$ cat config.mk
export PLATFORM = sky130hd
export DESIGN_NAME = dmem_arbiter
export DESIGN_NICKNAME = d
export VERILOG_FILES = /design/src/rtl/dmem_arbiter.sv
export SDC_FILE = /design/constraint.sdc
export NUM_CORES = 1
export LEC_CHECK = 0
export CORE_AREA = 2 2 119 121
export CTS_CLUSTER_SIZE = 14
export DETAILED_ROUTE_END_ITERATION = 10
export DIE_AREA = 0 0 121 123
export HOLD_SLACK_MARGIN = 0.03
export PLACE_DENSITY = 0.78
export SKIP_LAST_GASP = 1
export SYNTH_ARGS = -nofsm -noshare
export SYNTH_HDL_FRONTEND = slang
export SYNTH_SLANG_ARGS = --single-unit
$ cat constraint.sdc
create_clock -name clk -period 2.6 [get_ports clk]
set_input_delay 0.39 -clock clk [delete_from_list [all_inputs] [get_ports clk]]
set_output_delay 0.39 -clock clk [all_outputs]
set_load 0.02 [all_outputs]
$ cat src/rtl/dmem_arbiter.sv
// Two-requester round-robin arbiter in front of a single-port 32-bit data memory.
// Latency: grant and memory drive are combinational; the response is registered one cycle after accept.
// Backpressure: ready is a combinational grant, locked owners exclude the other side, and reset forces every ready low.
// Ports: clk/rst; r0_*/r1_* requester channels (valid/ready/we/lock/addr/wdata and
//        rsp_valid/rsp_data/rsp_err); mem_addr/mem_wdata/mem_we/mem_rdata memory side; busy.
module dmem_arbiter #(
  parameter int DEPTH    = 1024,
  parameter int LOCK_MAX = 8
) (
  input  logic        clk,
  input  logic        rst,
  input  logic        r0_valid,
  output logic        r0_ready,
  input  logic        r0_we,
  input  logic        r0_lock,
  input  logic [31:0] r0_addr,
  input  logic [31:0] r0_wdata,
  output logic        r0_rsp_valid,
  output logic [31:0] r0_rsp_data,
  output logic        r0_rsp_err,
  input  logic        r1_valid,
  output logic        r1_ready,
  input  logic        r1_we,
  input  logic        r1_lock,
  input  logic [31:0] r1_addr,
  input  logic [31:0] r1_wdata,
  output logic        r1_rsp_valid,
  output logic [31:0] r1_rsp_data,
  output logic        r1_rsp_err,
  output logic [31:0] mem_addr,
  output logic [31:0] mem_wdata,
  output logic        mem_we,
  input  logic [31:0] mem_rdata,
  output logic        busy
);

  typedef enum logic [1:0] {IDLE, OWN0, OWN1} state_t;

  // hold_cnt only ever reaches LOCK_MAX-1
  localparam int HW = (LOCK_MAX > 1) ? $clog2(LOCK_MAX) : 1;

  state_t        state, state_nx;
  logic          last, last_nx;        // 1: requester 1 was served last
  logic [HW-1:0] hold_cnt, hold_nx;

  logic          grant0, grant1, grant;
  logic          sel_we, sel_lock, sel_oor;
  logic [31:0]   sel_addr, sel_wdata;

  // State register
  always_ff @(posedge clk or posedge rst) begin
    if (rst) begin
      state    <= IDLE;
      last     <= 1'b1;
      hold_cnt <= '0;
    end else begin
      state    <= state_nx;
      last     <= last_nx;
      hold_cnt <= hold_nx;
    end
  end

  // Next-state logic
  always_comb begin
    state_nx = state;
    last_nx  = last;
    hold_nx  = hold_cnt;
    if (grant) begin
      // LOCK_MAX-1 is the last count that still allows another locked transfer
      if (sel_lock && (hold_cnt < HW'(LOCK_MAX - 1))) begin
        state_nx = grant0 ? OWN0 : OWN1;
        hold_nx  = hold_cnt + HW'(1);
      end else begin
        state_nx = IDLE;
        hold_nx  = '0;
        last_nx  = grant1;
      end
    end else if (state == OWN0) begin
      // owner went idle: release, costing one bubble cycle
      state_nx = IDLE;
      hold_nx  = '0;
      last_nx  = 1'b0;
    end else if (state == OWN1) begin
      state_nx = IDLE;
      hold_nx  = '0;
      last_nx  = 1'b1;
    end
  end

  // Output logic: grant selection and memory drive
  always_comb begin
    grant0 = 1'b0;
    grant1 = 1'b0;
    if (!rst) begin
      case (state)
        IDLE: begin
          grant0 = r0_valid & (~r1_valid | last);
          grant1 = r1_valid & (~r0_valid | ~last);
        end
        OWN0:    grant0 = r0_valid;
        OWN1:    grant1 = r1_valid;
        default: ;
      endcase
    end
    grant     = grant0 | grant1;
    sel_addr  = 32'd0;
    sel_wdata = 32'd0;
    sel_we    = 1'b0;
    sel_lock  = 1'b0;
    if (grant0) begin
      sel_addr  = r0_addr;
      sel_wdata = r0_wdata;
      sel_we    = r0_we;
      sel_lock  = r0_lock;
    end else if (grant1) begin
      sel_addr  = r1_addr;
      sel_wdata = r1_wdata;
      sel_we    = r1_we;
      sel_lock  = r1_lock;
    end
    // full 32-bit compare: addresses past DEPTH never alias onto low words
    sel_oor   = sel_addr >= 32'(DEPTH);
    mem_addr  = sel_addr;
    mem_wdata = sel_wdata;
    mem_we    = grant & sel_we & ~sel_oor;
    r0_ready  = grant0;
    r1_ready  = grant1;
    busy      = state != IDLE;
  end

  // Registered responses, one cycle after accept
  always_ff @(posedge clk or posedge rst) begin
    if (rst) begin
      r0_rsp_valid <= 1'b0;
      r0_rsp_err   <= 1'b0;
      r0_rsp_data  <= 32'd0;
      r1_rsp_valid <= 1'b0;
      r1_rsp_err   <= 1'b0;
      r1_rsp_data  <= 32'd0;
    end else begin
      r0_rsp_valid <= grant0;
      r0_rsp_err   <= grant0 & sel_oor;
      r0_rsp_data  <= (grant0 & ~sel_we & ~sel_oor) ? mem_rdata : 32'd0;
      r1_rsp_valid <= grant1;
      r1_rsp_err   <= grant1 & sel_oor;
      r1_rsp_data  <= (grant1 & ~sel_we & ~sel_oor) ? mem_rdata : 32'd0;
    end
  end

endmodule

==> results.yml <==
run_status:
  status: "complete, no violations"
global_route:
  grt_pass1_wl_um: 25050
  grt_usage_pct: 22.29
  grt_start_max_net_pins: 34
  grt_overflow: 0
  antenna_found_initial: 3
  grt_pass1_vias: 4500
yosys:
  synthFlopType: "dfrtp_1"
  synth_area_leader_cell: "dfrtp_1"
  synthMuxAreaShare_pct: 0.2797
  synth_top_area_share_pct: 45.37
  synthSimpleGateAreaFrac_pct: 28.09
  synth_edf_count: 0
  synth_fa_ha_area_share_pct: 0.3108
  synthesis.area_um2: 4026
  ys_seq_area_share_pct: 46.02
  synth_compound_area_share_pct: 19.17
  synth.distinct_cells: 47
  yosys_warnings: 0
  synth.avg_cell_area_um2: 11.15
  synth_top_family_by_area: "simple AND/OR/NAND/NOR gates"
  synth-xor-area-share_pct: 0
  async_flop_share_pct: 100.0
  synth_area_leaders: "dfrtp_1 (45%), nor3_2 (14%), a22o_1 (14%), nand2_1 (6.4%), buf_6 (2.5%)"
  synthCells: 361
  ys_seq_elements: 74
  syn_nets: 530
layout:
  fin_util_pct: 56.32
  fin_area_um2: 7666
  mostFrequentLayoutCells: "clkdlybuf4s50_1 (236), dfrtp_1 (73), nand2_1 (69), a22o_1 (64), buf_4 (61)"
  multi_input_area_um2: 1976
  fillers: 1146
  areaGrowthSynthToFinish_pct: 90.40
  regArea_um2: 1853
  final_common_cell: "clkdlybuf4s50_1"
  finalNetCount: 876
  drive_above_1_share_pct: 30.62
route:
  drtIter0Drc: 332
  wire_per_inst_um: 19.19
  post-route-drc-count: 0
  via_count: 4361
  drtAntennaViolNets: 0
  via_per_inst: 4.873
  wl_um: 17170
  dr.pass1.iters: 5
pwr:
  ir_drop_mv: 0.3115
  power_mw: 2.662
  leakage_nw: 3.337
  powerDensity_nw_per_um2: 347.3
die:
  rows: 43
  boundaryPins: 304
  die_h_um: 123
  dieArea_um2: 14880
  core_area_um2: 13610
  start_util_pct: 29.58
  die_w_um: 121
worst_hold_path:
  min_from: "hold_cnt[1]"
  hold_end: "hold_cnt[1]"
  min_path_cells: 1
  hp-class: "flop to flop"
critical_path:
  r2r_setup_slack_ns: 0.56
  cp.arrival_ns: 2.18
  start_kind: "primary input"
  rr_worst_depth: 6
  critPathKind: "primary input to output port"
  required_ns: 2.21
  r2r-end: "r0_rsp_data[31]"
  crit-reg2reg-launch: "state[0]"
  worstPathMaxFanout: 2
  worst_setup_path_end_kind: "output port"
clocking:
  clk-insertion-delay-late_ns: 0.33
  cts_inserted_buffers: 9
  ctsLongestPathBuffers: 2
  cts_hold_buf: 0
  cts_tree: "built"
  clkTransAtPathRegs_ns: 0.05
  ctsRootBufferMaster: "clkbuf_16"
  h-tree-depth: 3
  cts_sinks: 74
placement:
  placed_area_um2: 7639
  io_buffers: 303
  gp_congestion: 0.8724
  hpwl_um: 13930
flow_run:
  drv_cap: 0
timing:
  whs_ns: 0.5527
  final_hold_viol_count: 0
  maxSlewViolCount: 0
  finClkSkew_ns: 0.008844
  tightest_slew_ns: 0.6099
  fin_crit_sh_pct: 99.00
  finalSetupViolations: 0
  rsz0062_at_grt: "yes"
  fin_setup_tns_ns: 0
  maxClockFrequency_mhz: 388.5
  finalCriticalPeriod_ns: 2.574
  max_slew_margin_pct: 59.28
worst max path at each step:
stage | start | endpoint | slack (ns) | cells past startpoint
2_1_floorplan | r0_addr[11] | mem_we | 0.31 | 4
3_3_place_gp | r0_addr[11] | mem_we | -0.44 | 6
3_5_place_dp | r0_addr[11] | mem_we | -0.47 | 6
4_1_cts | r0_addr[11] | mem_we | -0.20 | 6
5_1_grt | r0_addr[19] | mem_we | -0.07 | 6
6_report | r0_addr[20] | mem_we | 0.03 | 6
per-layer routing:
layer | routed length (um) | track usage, % | part of all wire [%] | vias up
met5 | 0 | 0 | 0 | -
met4 | 399 | 8.140 | 2.3 | 0
met3 | 1136 | 4.659 | 6.6 | 19
met2 | 8585 | 38.06 | 50 | 201
met1 | 7050 | 27.86 | 41 | 2112
li1 | - | - | - | 2029
area by class of cell:
class                           count  share of cell area, %
Multi-Input combinational cell    251                  25.77
Clock buffer                       13                  3.395
Clock inverter                      3                 0.1959
Antenna cell                        3                0.09793
Inverter                            3                 0.1469
Timing Repair Buffer              368                  43.28
Sequential cell                    74                  24.17
Tap cell                          180                  2.938
worst max-delay path: stages:
cell and delay, ns:
clkdlybuf4s50_1 0.43, or4_1 0.58, nor4_4 0.32, o22ai_4 0.13, nor3_2 0.17, buf_4 0.17
registers in the layout (all words and copies together), names as in the netlist:
register and cells:
r0_rsp_data 32, r1_rsp_data 32, hold_cnt 3, state 2, last 1, r0_rsp_err 1
r0_rsp_valid 1, r1_rsp_err 1, r1_rsp_valid 1
cell usage after synthesis, drive strengths merged (2+ instances only):
cell         instances
dfrtp               73
nand2               69
a22o                65
nor3                65
buf                 26
or4                  6
nor4                 5
clkbuf               4
o21ai                4
a21oi                3
dlygate4sd1          3
inv                  3
nor2                 3
nor2b                3
nor3b                3
o22ai                3
a221o                2
and3                 2
nand2b               2
o21a                 2
metrics by stage:
step,std cells,worst slack (ns)
global route,894,-0.07274
global placement,874,-0.4355
floorplan,361,0.3106
CTS,890,-0.1969
finish,895,0.02599
detailed placement,874,-0.4657
kinds of logic (layout without fill, tap and decap cells):
| kind of cell | after synthesis | after routing |
|---|---|---|
| compound gates | 86 | 86 |
| fa+ha+maj | 1 | 1 |
| buf+inv | 36 | 387 |
| flops | 74 | 74 |
| mux | 1 | 1 |
| other cells | 0 | 3 |
| simple gates | 163 | 163 |
where the power goes:
part	internal, mW	leakage, nW	switching, mW
combinational	0.264	2.18	0.110
clock	0.693	0.139	0.438
sequential	1.16	1.02	0.00209
what timing repair did:
action	in CTS	in global routing
setup endpoints to repair	65	63
pin swaps	0	2
setup buffers	0	2
resized for setup	68	123
gates cloned	0	0
Note: power is estimated with default switching activity, not from simulation.
